[config.mk]
export PLATFORM = sky130hd
export DESIGN_NAME = linebuf_ctrl
export DESIGN_NICKNAME = d
export VERILOG_FILES = /design/src/rtl/linebuf_ctrl.sv
export SDC_FILE = /design/constraint.sdc
export NUM_CORES = 1
export LEC_CHECK = 0
export CAP_MARGIN = 20
export CORE_MARGIN = 5
export CORE_UTILIZATION = 25
export CTS_BUF_LIST = sky130_fd_sc_hd__clkbuf_8
export CTS_CLUSTER_DIAMETER = 40
export CTS_CLUSTER_SIZE = 14
export DETAILED_ROUTE_END_ITERATION = 7
export GPL_ROUTABILITY_DRIVEN = 0
export MAX_ROUTING_LAYER = met4
export PLACE_DENSITY = 0.4
export SLEW_MARGIN = 20
export SYNTH_ARGS = -nofsm -noshare
export SYNTH_HDL_FRONTEND = slang
export SYNTH_SLANG_ARGS = --single-unit
[constraint.sdc]
create_clock -name clk -period 1.6 [get_ports clk]
set_input_delay 0.16 -clock clk [delete_from_list [all_inputs] [get_ports clk]]
set_output_delay 0.16 -clock clk [all_outputs]
set_load 0.1 [all_outputs]
[src/rtl/linebuf_ctrl.sv]
// Line-buffer write controller: tracks column/row/bank for a TAPS-high window
// and measures line width and frame height from the de/hsync/vsync status bus.
module linebuf_ctrl #(
    parameter int ADDR_W = 11,
    parameter int MAX_W  = 1920,
    parameter int TAPS   = 5
) (
    input  logic              clk,
    input  logic              rst,
    input  logic [2:0]        stat_in,
    output logic              wr_en,
    output logic [ADDR_W-1:0] addr,
    output logic [2:0]        bank_sel,
    output logic [ADDR_W-1:0] row,
    output logic              win_valid,
    output logic [ADDR_W-1:0] width,
    output logic [ADDR_W-1:0] height,
    output logic              ovf,
    output logic [2:0]        stat_o
);

    localparam logic [1:0] VBLANK = 2'd0;
    localparam logic [1:0] ACTIVE = 2'd1;
    localparam logic [1:0] HBLANK = 2'd2;

    // Pixel count needs one extra bit so a full line (MAX_W) is distinguishable
    // from a line that has only reached column MAX_W-1.
    localparam int              CNT_W     = ADDR_W + 1;
    localparam logic [CNT_W-1:0] MAX_PIX  = CNT_W'(MAX_W);
    localparam logic [2:0]      LAST_BANK = 3'(TAPS - 1);

    logic [1:0]        state_q, state_d;
    logic [CNT_W-1:0]  pix_q, pix_d;
    logic [ADDR_W-1:0] row_q, row_d;
    logic [2:0]        bank_q, bank_d;
    logic [2:0]        lines_q, lines_d;
    logic [ADDR_W-1:0] width_q, width_d;
    logic [ADDR_W-1:0] height_q, height_d;
    logic              ovf_q, ovf_d;
    logic              wr_en_q, wr_en_d;
    logic [ADDR_W-1:0] addr_q, addr_d;
    logic              win_q, win_d;
    logic [2:0]        stat_q, stat_d;

    logic de, vs, vs_rise, pix_room;

    assign de       = stat_in[0];
    assign vs       = stat_in[2];
    assign vs_rise  = vs & ~stat_q[2];
    assign pix_room = (pix_q < MAX_PIX);

    always_comb begin
        state_d  = state_q;
        pix_d    = pix_q;
        row_d    = row_q;
        bank_d   = bank_q;
        lines_d  = lines_q;
        width_d  = width_q;
        height_d = height_q;
        ovf_d    = ovf_q;
        addr_d   = addr_q;
        wr_en_d  = 1'b0;
        win_d    = 1'b0;
        stat_d   = stat_in;

        if (vs) begin
            // vsync overrides de entirely; only its rising edge restarts the frame
            state_d = VBLANK;
            if (vs_rise) begin
                height_d = row_q;
                row_d    = '0;
                bank_d   = '0;
                pix_d    = '0;
                lines_d  = '0;
                addr_d   = '0;
            end
        end else if (de) begin
            state_d = ACTIVE;
            if (pix_room) begin
                wr_en_d = 1'b1;
                addr_d  = pix_q[ADDR_W-1:0];
                pix_d   = pix_q + CNT_W'(1);
                win_d   = (lines_q == LAST_BANK);
            end else begin
                ovf_d = 1'b1;
            end
        end else if (state_q == ACTIVE) begin
            state_d = HBLANK;
            width_d = pix_q[ADDR_W-1:0];
            pix_d   = '0;
            row_d   = row_q + ADDR_W'(1);
            bank_d  = (bank_q == LAST_BANK) ? 3'd0 : bank_q + 3'd1;
            if (lines_q != LAST_BANK) begin
                lines_d = lines_q + 3'd1;
            end
        end
    end

    always_ff @(posedge clk or negedge rst) begin
        if (!rst) begin
            state_q  <= VBLANK;
            pix_q    <= '0;
            row_q    <= '0;
            bank_q   <= '0;
            lines_q  <= '0;
            width_q  <= '0;
            height_q <= '0;
            ovf_q    <= 1'b0;
            wr_en_q  <= 1'b0;
            addr_q   <= '0;
            win_q    <= 1'b0;
            stat_q   <= '0;
        end else begin
            state_q  <= state_d;
            pix_q    <= pix_d;
            row_q    <= row_d;
            bank_q   <= bank_d;
            lines_q  <= lines_d;
            width_q  <= width_d;
            height_q <= height_d;
            ovf_q    <= ovf_d;
            wr_en_q  <= wr_en_d;
            addr_q   <= addr_d;
            win_q    <= win_d;
            stat_q   <= stat_d;
        end
    end

    assign wr_en     = wr_en_q;
    assign addr      = addr_q;
    assign bank_sel  = bank_q;
    assign row       = row_q;
    assign win_valid = win_q;
    assign width     = width_q;
    assign height    = height_q;
    assign ovf       = ovf_q;
    assign stat_o    = stat_q;

endmodule

==> impl_metrics.csv, run 1 <==
group,metric,value,unit
status,status,"completed",
critical_path,worstPathArrival,1.84,ns
critical_path,crit_slowest_cell,"dfrtp_1",
synth,syn_inst,317,
cells_and_area,nets,417,
die,die_h,120.3,um
critical_path,cp_max_fo,6,
cts,cts_buffers,9,
cts,cts-root-buf,"clkbuf_8",
synth,ys.flop_type,"dfrtp_1",
timing,fin_crit_sh,0.9781,
power,p_comb_frac,0.198,
critical_path,r2r-start,"pix_q[10]",
power,p_sw_frac,0.3077,
detailed_routing,wirelength,7993,um
critical_path,cp.depth,6,
power,power_per_cell_area,911.7,nW/um2
timing,period_minus_slack,1.565,ns
synth,syn_area,3044,um2
power,p_int,0.003043,W
critical_path,slowest_delay,0.40,ns
detailed_routing,first_iter_violations,160,
global_routing,grt_max_degree,71,
power,p_leak,2.297,nW
die,dieWidth,120.3,um
synth,ys_warn_count,0,
critical_path,r2r_slack,0.03,ns
detailed_routing,viasPerCell,4.470,
power,pwr-share-seq,0.438,
timing,fmax,639.0,MHz
die,core,11960,um2
timing,worst_pin_slew,0.3895,ns
detailed_routing,route.antenna.remaining_nets,0,
critical_path,worst-path-buf-inv,2,
cells_and_area,syn_to_final_growth,58.36,%
synth,yosysSeqAreaShare,0.5754,
die,io_pins,58,
timing,slew_viol_final,0,
timing,layout_setup_ws,0.03498,ns
die,start_util,0.2545,
die,rows,40,
synth,synth-edff-count,0,
global_routing,antenna_found_initial,0,
cells_and_area,finalNonFillerCells,558,
cells_and_area,utilization,0.4030,
placement,dp_cells,541,
cts,cts_buffer_depth,2,
detailed_routing,drc,0,
power,p_switching,0.001353,W
global_routing,grtUsageTotal,0.1199,
timing,skew,0.008830,ns
detailed_routing,routedWlPerCell,14.32,um
placement,dp_hpwl,5577,um
critical_path,cp-endpoint,"pix_q[7]",
critical_path,timing.critical_path.to_type,"flop",
cts,worstSkewPairLatency,0.34,ns
cells_and_area,drive_gt1_frac,0.2968,
timing,setup_violations,0,
cells_and_area,stdcell_area,4821,um2
synth,synth_cell_type_count,38,
global_routing,grt-ovfl-total,0,
placement,dp_slack,-0.2847,ns
timing,maxSlewHeadroom,0.7404,
detailed_routing,num_vias,2494,
critical_path,crit_type,"reg2reg",
detailed_routing,first_pass_iters,5,
cts,cts.clk_slew.worst_paths,0.08,ns
die,dieArea,14480,um2
power,peakVddDrop,0.0006033,V
cts,cts.sinks,70,
critical_path,worstPathRequired,1.87,ns
global_routing,grt_pass1_wl,13410,um
critical_path,path_cells,"a41oi_2 > buf_4 > a211oi_1 > buf_4 > or4_1 > a21oi_1",
critical_path,startpoint,"pix_q[10]",
critical_path,cpMostUsedCell,"buf_4",
timing,grt_setup_unrepaired,"yes",
synth,synth_area_per_cell,9.603,um2
synth,yosys_register_bits,70,
critical_path,reg2reg_depth,6,
global_routing,grt_pass1_vias,2565,
synth,synthesis.nets,328,
cells_and_area,diodes,0,
power,p_clk_frac,0.364,
synth,async_reset_ff_frac,1.000,
cts,htreeDepth,3,
timing,hold_viol,0,
critical_path,critical_path.top_delay_family,"flip-flops",
critical_path,start_kind,"flop",
min_path,hp-class,"in2reg",
placement,placed_cell_area,4574,um2
timing,hold_ws,0.2628,ns
placement,portBuffers,57,
flow_run,maxCapViolCount,0,
critical_path,rr_endpoint,"pix_q[7]",
cts,cts_tree,"built",
==> registers in the layout (all words and copies together), names as in the netlist, 2 cells and up <==
signal    flops
row          11
pix_q        12
bank_sel      3
state_q       2
width        11
lines_q       3
stat_o        3
addr         11
height       11
==> power by group through the flow <==
stage / registers, W / logic [W] / clock network [W]
after floorplan: 0.00227 / 0.000172 / 0
after global placement: 0.00196 / 0.000873 / 0
after detailed placement: 0.00196 / 0.000881 / 0
after CTS: 0.00193 / 0.000884 / 0.00165
after global routing: 0.00194 / 0.000926 / 0.00174
final: 0.00193 / 0.000870 / 0.00160
==> synthesized netlist by cell type, types with 2 or more instances <==
master,n,share of area
nand2_1,108,0.13
dfrtp_1,70,0.58
nand3_1,17,0.028
nor2_1,17,0.021
a21oi_1,9,0.015
o21ai_0,9,0.015
xor2_1,9,0.026
buf_2,7,0.012
clkbuf_1,7,0.0086
ha_1,6,0.025
and4_1,5,0.014
inv_1,5,0.0062
mux2i_1,4,0.013
nor3_1,4,0.0066
o2111ai_1,4,0.012
and3_1,3,0.0062
nand4_1,3,0.0062
a21o_1,2,0.0049
a31oi_1,2,0.0041
a41oi_1,2,0.0058
and2_1,2,0.0041
and2b_1,2,0.0049
nand2b_1,2,0.0041
o211ai_1,2,0.0049
o2bb2ai_1,2,0.0058
o31ai_1,2,0.0049
==> worst reg2reg max path, cell delays in order, from the launching register on <==
cell	delay (ns)
dfrtp_1	0.40
a41oi_2	0.20
buf_4	0.15
a211oi_1	0.06
buf_4	0.16
or4_1	0.40
a21oi_1	0.14
==> cell usage in the layout (no fill, tap or decap), types with 2 or more instances in the layout <==
cell	n
o21ai_0	9
clkinv_4	3
dfrtp_4	5
o211ai_1	2
and3_1	3
nand2_1	108
nor3_1	4
o31ai_1	2
o2bb2ai_1	2
nand2b_1	2
nand4_1	3
and4_1	4
o2111ai_1	4
bufinv_16	2
a21o_1	2
dfrtp_1	57
inv_1	5
and2b_1	2
nor2_1	17
and2_1	2
clkbuf_8	9
nand3_1	17
dfrtp_2	8
clkdlybuf4s50_1	3
buf_4	32
a31oi_1	2
ha_1	6
xor2_1	9
mux2i_1	4
a21oi_1	9
buf_12	55
==> how the worst min path moves through the flow <==
stage | from | end | slack, ns | depth (start not counted)
5_1_grt | stat_in[1] | stat_o[1] | 0.25 | 1
3_3_place_gp | rst | stat_o[1] | 0.23 | 2
6_report | stat_in[1] | stat_o[1] | 0.26 | 1
4_1_cts | stat_in[1] | stat_o[1] | 0.25 | 1
2_1_floorplan | rst | addr[0] | -0.14 | 0
3_5_place_dp | rst | stat_o[1] | 0.23 | 2
==> repair_timing <==
| action | 4_1_cts | 5_1_grt |
|---|---|---|
| setup buffers | 0 | 0 |
| setup endpoints to repair | 0 | 5 |
| endpoints found under the hold margin | 70 | 0 |
| gates resized for setup | 0 | 4 |
| hold buffers | 1 | 0 |
==> per-layer routing <==
layer	GRT usage	wire, um
met5	-	0
met1	0.1597	3881
met3	0.02713	360
met4	0.04249	87
met2	0.1805	3663
==> cell type report <==
cell class,count,area (um2)
clock buffers,9,123.9
clock inverters,7,98.84
fillers,1159,7141
inverters,6,22.52
multi-input cells,226,1214
flip-flops and latches,70,1780
well taps,147,183.9
repair buffers,93,1398
==> through the flow <==
step           power (W)  setup TNS (ns)
6_report        0.004395               0
5_1_grt         0.004610        -0.02005
4_1_cts         0.004461               0
3_5_place_dp    0.002841          -7.710
3_3_place_gp    0.002833          -5.814
2_1_floorplan   0.002442               0
==> kinds of logic (layout without fill, tap and decap cells) <==
| family | after synthesis | after routing | synth area share |
|---|---|---|---|
| flops | 70 | 70 | 0.5754 |
| simple gates | 168 | 168 | 0.2462 |
| mux | 4 | 4 | 0.01315 |
| xor+xnor | 10 | 10 | 0.02877 |
| buf+inv | 21 | 115 | 0.02877 |
| fa+ha+maj | 6 | 6 | 0.02466 |
| compound gates | 38 | 38 | 0.08302 |
Note: power is estimated with default switching activity, not from simulation.
==> inputs of run 2 (changes only) <==
- CORE_ASPECT_RATIO: unset -> 1.1
- GPL_TIMING_DRIVEN: unset -> 0
==> impl_metrics.csv, run 2 (synthesized netlist as in run 1, its figures left out) <==
group,metric,value,unit
cts,htreeDepth,3,
global_routing,antenna_found_initial,0,
cts,cts-root-buf,"clkbuf_8",
cells_and_area,final_cell_mix,"107 x nand2_1, 53 x clkdlybuf4s15_2, 52 x dfrtp_1, 17 x nor2_1, 17 x nand3_1",
flow_run,maxCapViolCount,0,
global_routing,grtUsageMet1,0.1658,
die,start_util,0.2541,
detailed_routing,routedWlPerCell,14.84,um
timing,final.setup.tns,0,ns
cts,cts_buffers,9,
placement,dp_hpwl,5625,um
cells_and_area,utilization,0.3568,
die,io_pins,58,
global_routing,met3_usage,0.02495,
critical_path,cp_max_fo,10,
timing,maxSlewHeadroom,0.6301,
critical_path,worstPathRequired,1.88,ns
global_routing,grt_max_degree,52,
die,die_h,125.7,um
detailed_routing,first_iter_violations,66,
timing,slew_viol_final,0,
die,rows,42,
global_routing,grt-ovfl-total,0,
critical_path,cp-endpoint,"pix_q[6]",
critical_path,reg2reg_depth,5,
critical_path,crit_type,"in2reg",
timing,skew,0.007857,ns
global_routing,use_met2,0.1863,
timing,setup_violations,0,
status,status,"completed",
cells_and_area,finalNonFillerCells,553,
power,peakVddDrop,0.0004766,V
detailed_routing,viasPerCell,4.470,
timing,period_minus_slack,1.589,ns
critical_path,cpMostUsedCell,"buf_4",
critical_path,start_kind,"primary input",
power,power_per_cell_area,943.8,nW/um2
die,dieWidth,115.2,um
cells_and_area,drive_gt1_frac,0.3008,
critical_path,crit_slowest_cell,"clkdlybuf4s50_1",
power,p_leak,1.984,nW
critical_path,worstPathArrival,1.87,ns
detailed_routing,num_vias,2472,
critical_path,path_cells,"clkdlybuf4s50_1 > buf_4 > and2b_1 > a211oi_2 > buf_4 > or3_1 > a21oi_2",
timing,fin_crit_sh,0.9930,
timing,grt_setup_unrepaired,"yes",
placement,portBuffers,57,
global_routing,top_usage_layer,"met2",
cts,cts_tree,"built",
critical_path,slowest_delay,0.57,ns
cells_and_area,nets,405,
timing,layout_setup_ws,0.01121,ns
timing,fmax,629.4,MHz
timing,hold_viol,0,
cells_and_area,regMostFlops,"pix_q",
cts,cts_buffer_depth,2,
global_routing,grt_pass1_vias,2618,
cells_and_area,syn_to_final_growth,40.44,%
die,core,11980,um2
critical_path,rr_endpoint,"pix_q[6]",
detailed_routing,wirelength,8208,um
cells_and_area,final_common_cell,"nand2_1",
detailed_routing,route.antenna.remaining_nets,0,
die,dieArea,14490,um2
cts,cts.sinks,70,
placement,dp_cells,529,
detailed_routing,first_pass_iters,4,
cells_and_area,largest_reg_flops,12,
min_path,hp-class,"in2async",
timing,worst_pin_slew,0.5575,ns
global_routing,grtUsageTotal,0.1261,
detailed_routing,drc,0,
cts,cts.clk_slew.worst_paths,0.08,ns
critical_path,r2r_slack,0.01,ns
cells_and_area,diodes,0,
critical_path,timing.critical_path.to_type,"flop",
global_routing,grt_pass1_wl,13950,um
cts,worstSkewPairLatency,0.36,ns
critical_path,r2r-start,"pix_q[7]",
placement,dp_slack,-0.5580,ns
critical_path,startpoint,"stat_in[2]",
-- run 2: cell types whose count changed in the layout (fill, tap and decap cells not counted), sizes merged --
cell | previous run | this run
buf | 89 | 15
bufinv | 2 | 0
clkbuf | 9 | 21
clkinv | 5 | 2
inv | 5 | 7
clkdlybuf4s15 | 0 | 53
-- run 2: worst min-delay path by stage --
stage	start	end	depth (start not counted)
after CTS	rst	height[5]	2
after global placement	height[9]	height[9]	2
final	rst	height[5]	2
after floorplan	rst	addr[0]	0
after detailed placement	rst	height[5]	1
after global routing	stat_in[1]	stat_o[1]	1
-- run 2: repair_timing --
| item | 4_1_cts | 5_1_grt |
|---|---|---|
| setup buffers | 4 | 4 |
| hold buffers | 1 | 0 |
| setup endpoints to repair | 97 | 44 |
| endpoints found under the hold margin | 19 | 0 |
| pin swaps | 2 | 2 |
| cloned | 0 | 0 |
| gates resized for setup | 176 | 18 |
-- run 2: layout make-up --
cell class              instances  area, um2
fillers                      1242       7706
flip-flops and latches         70       1787
multi-input cells             226       1251
repair buffers                 67      744.5
well taps                     154      192.7
clock buffers                  12      165.2
plain buffers                  14      88.84
inverters                       6      25.02
clock inverters                 4      21.27
-- run 2: power breakdown --
group          internal, W  switching, W  total [W]  leakage, nW
clock network     0.000680      0.000696    0.00138       0.0996
logic             0.000196      0.000550   0.000747        0.954
registers          0.00185     0.0000650    0.00191        0.930
-- run 2: per-layer routing --
metal  up-vias  part of all wire
met4         0             0.018
met3        13             0.044
met1      1181              0.49
met5         -                 0
li1       1221                 -
met2        57              0.45
-- run 2: worst max-delay path, delay by kind of cell --
| family | cells | cell delay (ns) |
|---|---|---|
| buf+inv | 3 | 0.95 |
| simple gates | 2 | 0.55 |
| compound gates | 2 | 0.20 |
-- run 2: through the flow --
step | instance area [um2] | power [W] | hold WS [ns]
floorplan | 3073 | 0.002442 | -0.1356
global placement | 3836 | 0.002662 | 0.4576
detailed placement | 3861 | 0.002668 | 0.07680
CTS | 4212 | 0.004077 | 0.2333
global route | 4275 | 0.004237 | 0.2383
finish | 4275 | 0.004035 | 0.2370
==> inputs of run 3 (changes only) <==
- GPL_ROUTABILITY_DRIVEN: 0 -> unset
==> results of run 3 <==
Final layout, timing and power as in run 2 (identical DEF).
